===== src/rtl/id_issue_pkg.sv =====
// rtl/id_issue_pkg.sv - shared widths and pointer arithmetic for the decode/issue queue
// Purpose: width helpers used to size the lane-count, occupancy and pointer types,
//          and the modulo-Depth pointer advance shared by the top and the ring.
// Ports:   none (package).
package id_issue_pkg;

  // Bits needed to hold a lane count in [0, n].
  function automatic int unsigned cnt_w(input int unsigned n);
    return (n < 1) ? 1 : $clog2(n + 1);
  endfunction

  // Bits needed to index [0, depth-1]; at least one bit so Depth=1 still elaborates.
  function automatic int unsigned ptr_w(input int unsigned depth);
    return (depth > 1) ? $clog2(depth) : 1;
  endfunction

  // ptr < depth and add <= depth, so one conditional subtract is a full modulo.
  // Works for any depth, not only powers of two.
  function automatic int unsigned ptr_wrap(input int unsigned ptr,
                                           input int unsigned add,
                                           input int unsigned depth);
    int unsigned sum;
    sum = ptr + add;
    if (sum >= depth) sum = sum - depth;
    return sum;
  endfunction

endpackage


===== src/rtl/id_issue_ring.sv =====
// rtl/id_issue_ring.sv - circular entry storage with NrPorts write and read lanes
// Purpose: Depth x PayloadWidth storage. Write lane i targets (tail_i+i) mod Depth,
//          read lane i returns (head_i+i) mod Depth. Storage clears on reset.
// Ports:   clk_i, rst_ni (async active-low); head_i/tail_i base pointers;
//          we_i per-lane write enables; wdata_i write payloads; rdata_o read payloads.
module id_issue_ring
  import id_issue_pkg::*;
#(
  parameter int unsigned NrPorts      = 2,
  parameter int unsigned Depth        = 4,
  parameter int unsigned PayloadWidth = 64,
  parameter int unsigned PtrW         = ptr_w(Depth)
) (
  input  logic                                  clk_i,
  input  logic                                  rst_ni,
  input  logic [PtrW-1:0]                       head_i,
  input  logic [PtrW-1:0]                       tail_i,
  input  logic [NrPorts-1:0]                    we_i,
  input  logic [NrPorts-1:0][PayloadWidth-1:0]  wdata_i,
  output logic [NrPorts-1:0][PayloadWidth-1:0]  rdata_o
);

  logic [PayloadWidth-1:0]      mem_q [Depth];
  logic [NrPorts-1:0][PtrW-1:0] waddr;
  logic [NrPorts-1:0][PtrW-1:0] raddr;

  always_comb begin
    waddr   = '0;
    raddr   = '0;
    rdata_o = '0;
    for (int i = 0; i < NrPorts; i++) begin
      waddr[i]   = PtrW'(ptr_wrap(32'(tail_i), unsigned'(i), Depth));
      raddr[i]   = PtrW'(ptr_wrap(32'(head_i), unsigned'(i), Depth));
      rdata_o[i] = mem_q[raddr[i]];
    end
  end

  // NrPorts <= Depth, so the write lanes always hit distinct slots.
  always_ff @(posedge clk_i or negedge rst_ni) begin
    if (!rst_ni) begin
      for (int s = 0; s < Depth; s++) mem_q[s] <= '0;
    end else begin
      for (int s = 0; s < Depth; s++) begin
        for (int i = 0; i < NrPorts; i++) begin
          if (we_i[i] && (waddr[i] == PtrW'(s))) mem_q[s] <= wdata_i[i];
        end
      end
    end
  end

endmodule


===== src/rtl/id_issue_queue.sv =====
// rtl/id_issue_queue.sv - multi-lane in-order buffer between decode and issue
// Purpose: accepts up to NrPorts decoded entries per cycle and presents up to
//          NrPorts oldest entries to issue. Space freed by this cycle's acks is
//          reusable in the same cycle. Supports intake stall and one-cycle flush.
// Ports:   clk_i, rst_ni (async active-low); flush_i discards all entries;
//          stall_i holds intake; in_valid_i/in_data_i/in_ready_o decode side;
//          out_valid_o/out_data_o/out_ack_i issue side; count_o occupancy.
module id_issue_queue
  import id_issue_pkg::*;
#(
  parameter int unsigned NrPorts      = 2,
  parameter int unsigned Depth        = 4,
  parameter int unsigned PayloadWidth = 64
) (
  input  logic                                  clk_i,
  input  logic                                  rst_ni,
  input  logic                                  flush_i,
  input  logic                                  stall_i,
  input  logic [NrPorts-1:0]                    in_valid_i,
  input  logic [NrPorts-1:0][PayloadWidth-1:0]  in_data_i,
  output logic [NrPorts-1:0]                    in_ready_o,
  output logic [NrPorts-1:0]                    out_valid_o,
  output logic [NrPorts-1:0][PayloadWidth-1:0]  out_data_o,
  input  logic [NrPorts-1:0]                    out_ack_i,
  output logic [$clog2(Depth+1)-1:0]            count_o
);

  localparam int unsigned PtrW  = ptr_w(Depth);
  localparam int unsigned LaneW = cnt_w(NrPorts);
  localparam int unsigned CntW  = $clog2(Depth + 1);

  typedef logic [PtrW-1:0]  ptr_t;
  typedef logic [LaneW-1:0] lane_cnt_t;
  typedef logic [CntW-1:0]  occ_t;

  ptr_t        head_q, head_d, tail_q, tail_d;
  occ_t        count_q, count_d;
  lane_cnt_t   n_ack, n_acc;
  int unsigned free_slots;
  logic        prefix;

  always_comb begin
    n_ack = '0;
    for (int i = 0; i < NrPorts; i++) n_ack = n_ack + lane_cnt_t'(out_ack_i[i]);

    free_slots = Depth - 32'(count_q) + 32'(n_ack);

    // Lane i is offered only if all older lanes are valid, keeping acceptance a
    // prefix. Readiness deliberately ignores the lane's own valid.
    in_ready_o = '0;
    n_acc      = '0;
    prefix     = 1'b1;
    for (int i = 0; i < NrPorts; i++) begin
      in_ready_o[i] = !flush_i && !stall_i && (unsigned'(i) < free_slots) && prefix;
      if (in_valid_i[i] && in_ready_o[i]) n_acc = n_acc + lane_cnt_t'(1);
      prefix = prefix & in_valid_i[i];
    end

    if (flush_i) begin
      head_d  = '0;
      tail_d  = '0;
      count_d = '0;
    end else begin
      head_d  = ptr_t'(ptr_wrap(32'(head_q), 32'(n_ack), Depth));
      tail_d  = ptr_t'(ptr_wrap(32'(tail_q), 32'(n_acc), Depth));
      count_d = count_q + occ_t'(n_acc) - occ_t'(n_ack);
    end
  end

  always_comb begin
    out_valid_o = '0;
    for (int i = 0; i < NrPorts; i++) out_valid_o[i] = (32'(i) < 32'(count_q));
  end

  always_ff @(posedge clk_i or negedge rst_ni) begin
    if (!rst_ni) begin
      head_q  <= '0;
      tail_q  <= '0;
      count_q <= '0;
    end else begin
      head_q  <= head_d;
      tail_q  <= tail_d;
      count_q <= count_d;
    end
  end

  assign count_o = count_q;

  // in_ready_o is already low during flush, so flush cycles write nothing.
  id_issue_ring #(
    .NrPorts      (NrPorts),
    .Depth        (Depth),
    .PayloadWidth (PayloadWidth),
    .PtrW         (PtrW)
  ) u_ring (
    .clk_i   (clk_i),
    .rst_ni  (rst_ni),
    .head_i  (head_q),
    .tail_i  (tail_q),
    .we_i    (in_valid_i & in_ready_o),
    .wdata_i (in_data_i),
    .rdata_o (out_data_o)
  );

  a_ack_prefix: assert property (@(posedge clk_i) disable iff (!rst_ni)
    (out_ack_i & (out_ack_i + NrPorts'(1))) == '0);
  a_ack_valid: assert property (@(posedge clk_i) disable iff (!rst_ni)
    (out_ack_i & ~out_valid_o) == '0);
  a_count_max: assert property (@(posedge clk_i) disable iff (!rst_ni)
    32'(count_q) <= Depth);
  a_acc_free: assert property (@(posedge clk_i) disable iff (!rst_ni)
    32'(n_acc) <= free_slots);

endmodule

===== config.mk =====
export PLATFORM = sky130hd
export DESIGN_NAME = id_issue_queue
export DESIGN_NICKNAME = d
export VERILOG_FILES = /design/src/rtl/id_issue_pkg.sv /design/src/rtl/id_issue_ring.sv /design/src/rtl/id_issue_queue.sv
export SDC_FILE = /design/constraint.sdc
export NUM_CORES = 1
export LEC_CHECK = 0
export ABC_AREA = 1
export BUFFER_PORTS_ARGS = -buffer_cell sky130_fd_sc_hd__buf_2
export CELL_PAD_IN_SITES_DETAIL_PLACEMENT = 0
export CELL_PAD_IN_SITES_GLOBAL_PLACEMENT = 1
export CORE_UTILIZATION = 45
export DETAILED_ROUTE_END_ITERATION = 12
export MAX_ROUTING_LAYER = met4
export PLACE_DENSITY_LB_ADDON = 0.1
export SLEW_MARGIN = 20
export SYNTH_ARGS = -nofsm -noshare
export SYNTH_HDL_FRONTEND = slang
export SYNTH_SLANG_ARGS = --single-unit

===== constraint.sdc =====
create_clock -name clk_i -period 5.6 [get_ports clk_i]
set_clock_uncertainty 0.2 [all_clocks]
set_input_delay 1.12 -clock clk_i [delete_from_list [all_inputs] [get_ports clk_i]]
set_output_delay 1.12 -clock clk_i [all_outputs]
set_load 0.005 [all_outputs]

==> qor.log <==
qor: place.post-place-cells 3290
qor: die.initial_core_util 45.8%
qor: cells_and_area.syn2layout_area_growth 13.1%
qor: power.powerDensity 448 nW/um2
qor: yosys.yosys_register_bits 263
qor: yosys.synth_warnings 0
qor: yosys.synth_edf_count 0
qor: global_route.global_route_wire_length_before_repair 110000 um
qor: timing.timing.max_slew.rel_slack 22.2%
qor: yosys.synth_cell_types 29
qor: route.maxUsedRoutingLayer met4
qor: die.io_pins 271
qor: route.via_cell_ratio 6.06
qor: timing.post-route-worst-setup-slack 0.981 ns
qor: yosys.postSynthCellCount 2725
qor: power.switching_share 40.3%
qor: route.route.met3.wl 5570 um
qor: timing.period_minus_slack 4.62 ns
qor: power.internal-power 5.52 mW
qor: clocking.numCtsBuffers 34
qor: route.totalWireLength 70400 um
qor: place.globalplace.congestion 0.827
qor: power.combinationalPowerShare 37.5%
qor: yosys.synthMostInstantiatedCell sky130_fd_sc_hd__nand2_1
qor: route.route.met2.wl 32800 um
qor: critical_path.critical_path_class reg -> out
qor: global_route.grt_overflow 0
qor: yosys.sequential_cell_area_fraction_in_the_yosys_report 36.0%
qor: yosys.synth.top_cells.by_area sky130_fd_sc_hd__dfrtp_1 36%, sky130_fd_sc_hd__nand2_1 13%, sky130_fd_sc_hd__o21ai_0 11%
qor: clocking.clock_latency 0.54 ns
qor: place.preCtsSetupSlack 0.758 ns
qor: clocking.worst_setup_hold_path_clk_slew 0.06 ns
qor: clocking.clock-root-buffer sky130_fd_sc_hd__clkbuf_16
qor: clocking.htree_num_levels 2
qor: die.rows 73
qor: yosys.ys_dominant_reg_cell sky130_fd_sc_hd__dfrtp_1
qor: die.core_area 39900 um2
qor: critical_path.worst_setup_path_end_kind primary output
qor: route.route.layer.met1.wl 30100 um
qor: route.antenna_violating_nets_left 0
qor: power.switching_power 3.74 mW
qor: route.detailroute.via_count 20300
qor: timing.hold_viol 0
qor: timing.grt_setup_unrepaired no
qor: yosys.syn_std_cell_area 18300 um2
qor: global_route.grt_antenna_before_repair 2
qor: clocking.cts_resized 0
qor: global_route.first_global_vias 19200
qor: yosys.postSynthAreaPerCell 6.71 um2
qor: power.power.share.sequential 36.8%
qor: status.run_status finished, final reports clean
qor: die.chipWidth 204 um
qor: global_route.largest_net_degree_at_the_start_of_global_routing 194
qor: timing.maxClockFrequency 216 MHz
qor: critical_path.critPathArrivalTime 3.30 ns
qor: critical_path.crit_path_max_fanout 48
qor: flow_run.maxCapViolCount 0
qor: yosys.synth_largest_type_area_fraction 36.0%
qor: route.first_iter_violations 1928
qor: yosys.synth-async-reset-ratio 100%
qor: yosys.synth.largest_area_cell sky130_fd_sc_hd__dfrtp_1
qor: timing.min_period_over_period 82.5%
qor: power.clock_power_share 25.7%
qor: timing.setup_viol_count_final 0
qor: route.detail_route.wl_per_cell 21.0 um
qor: timing.fin_worst_hold_slack 0.326 ns
qor: cells_and_area.final_net_count 2949
qor: timing.tns 0 ns
qor: critical_path.worstSetupStartpointType flip-flop
qor: cells_and_area.post_route_cells_drive_above_1_share 13.7%
qor: worst_hold_path.worst_hold_path_type in -> async
qor: cells_and_area.layout.cells.non_filler 3350
qor: timing.tightestPinTransition 1.16 ns
qor: critical_path.worst_ep_required_time 4.28 ns
qor: cells_and_area.final_design_area_no_fill 20700 um2
qor: place.place.port_buffers 270
qor: clocking.cts_buffer_depth 3
qor: yosys.synth_common_cells 647 x sky130_fd_sc_hd__nand2_1, 406 x sky130_fd_sc_hd__o21ai_0, 281 x sky130_fd_sc_hd__nand3_1
qor: timing.final-max-slew-violation-count 0
qor: clocking.post_cts_setup_buffer_count 0
qor: place.placement.cell_area 19500 um2
qor: clocking.cts_tree built
qor: power.static-leakage-power 10.3 nW
qor: power.vdd_ir_drop_max 0.214 mV
qor: global_route.grt_usage 34.7%
qor: clocking.clock_sinks 263
qor: yosys.syn-num-nets 2873
qor: clocking.cts-hold-fix-buffers 0
qor: route.dr.pass1.iters 6
qor: die.die-area 41400 um2
qor: place.hpwlAfterDp 38500 um
qor: die.dieHeight 204 um
qor: route.remaining_drc_errors 0
## worst paths after layout
path / start / to / slack, ns / cells past startpoint
worst max-delay path: head_q[1] / out_data_o[65] / 0.98 / 6
worst min-delay path: rst_ni / u_ring.mem_q[181] / 0.33 / 1
worst max register to register: count_o[0] / u_ring.mem_q[71] / 1.59 / 11
worst min register to register: u_ring.mem_q[146] / u_ring.mem_q[146] / 0.33 / 2
max in group asynchronous: rst_ni / u_ring.mem_q[55] / 3.56 / 2
min in group clk_i: u_ring.mem_q[146] / u_ring.mem_q[146] / 0.33 / 2
## cells by family (layout without fill, tap and decap cells)
group	count (synthesis)	after routing	share of synthesized area, %
simple gates	1379	1379	34.4
compound gates	604	604	17.0
buf+inv	461	558	11.4
flops	263	263	36.0
fa+ha+maj	12	12	0.945
xor+xnor	6	6	0.287
other cells	0	3	0
## stage by stage
step / total power [mW] / utilization [%]
2_1_floorplan: 5.43 / -
3_3_place_gp: 6.76 / 48.8
3_5_place_dp: 6.85 / 48.8
4_1_cts: 9.26 / 51.8
5_1_grt: 9.86 / 51.8
6_report: 9.26 / 51.8
## worst max-delay path: stages (launching register included)
cell and delay, ns:
sky130_fd_sc_hd__dfrtp_4 0.81, sky130_fd_sc_hd__clkinv_2 0.71, sky130_fd_sc_hd__buf_12 0.43, sky130_fd_sc_hd__a21oi_1 0.14, sky130_fd_sc_hd__a21oi_1 0.06, sky130_fd_sc_hd__o21ai_0 0.40, sky130_fd_sc_hd__buf_2 0.20
## area by class of cell
cell class              instances  area [um2]
diodes                          3        7.51
clock buffers                  51        1050
clock inverters                 6         134
fillers                      3984       19200
inverters                     191         721
multi-input cells            2001        9680
flip-flops and latches        263        6590
well taps                     525         657
repair buffers                310        1840
## state kept, by name (all words and copies together), names as in the netlist
signal and flops:
count_o 3, u_ring.mem_q 256, tail_q 2, head_q 2
## placed cells by master, fill, tap and decap left out, types with 3 or more instances in the layout
master,n
sky130_fd_sc_hd__nor2_1,172
sky130_fd_sc_hd__nor2_4,5
sky130_fd_sc_hd__xor2_1,4
sky130_fd_sc_hd__buf_4,26
sky130_fd_sc_hd__clkbuf_16,35
sky130_fd_sc_hd__ha_1,9
sky130_fd_sc_hd__dfrtp_1,261
sky130_fd_sc_hd__fa_1,3
sky130_fd_sc_hd__o22ai_1,63
sky130_fd_sc_hd__diode_2,3
sky130_fd_sc_hd__clkbuf_8,11
sky130_fd_sc_hd__nand4_1,260
sky130_fd_sc_hd__o21ai_1,58
sky130_fd_sc_hd__a21oi_1,76
sky130_fd_sc_hd__buf_12,14
sky130_fd_sc_hd__buf_2,268
sky130_fd_sc_hd__nand3_4,4
sky130_fd_sc_hd__clkbuf_1,5
sky130_fd_sc_hd__o21ai_0,406
sky130_fd_sc_hd__inv_1,186
sky130_fd_sc_hd__inv_2,3
sky130_fd_sc_hd__nand2_2,3
sky130_fd_sc_hd__nand2_1,646
sky130_fd_sc_hd__bufinv_16,4
sky130_fd_sc_hd__nand3_1,281
## power by group through the flow
stage,clock [mW],combinational (mW),sequential (mW)
6_report,2.38,3.47,3.40
4_1_cts,2.41,3.46,3.38
2_1_floorplan,0,2.25,3.19
3_5_place_dp,0,3.44,3.41
5_1_grt,2.48,3.88,3.51
3_3_place_gp,0,3.38,3.39
## routing by layer
metal / global-route usage (%) / up-vias
met1: 45.3 / 9755
met3: 5.03 / 116
met4: 12.8 / 0
met2: 54.8 / 981
met5: - / -
li1: - / 9442
Note: power is estimated with default switching activity, not from simulation.
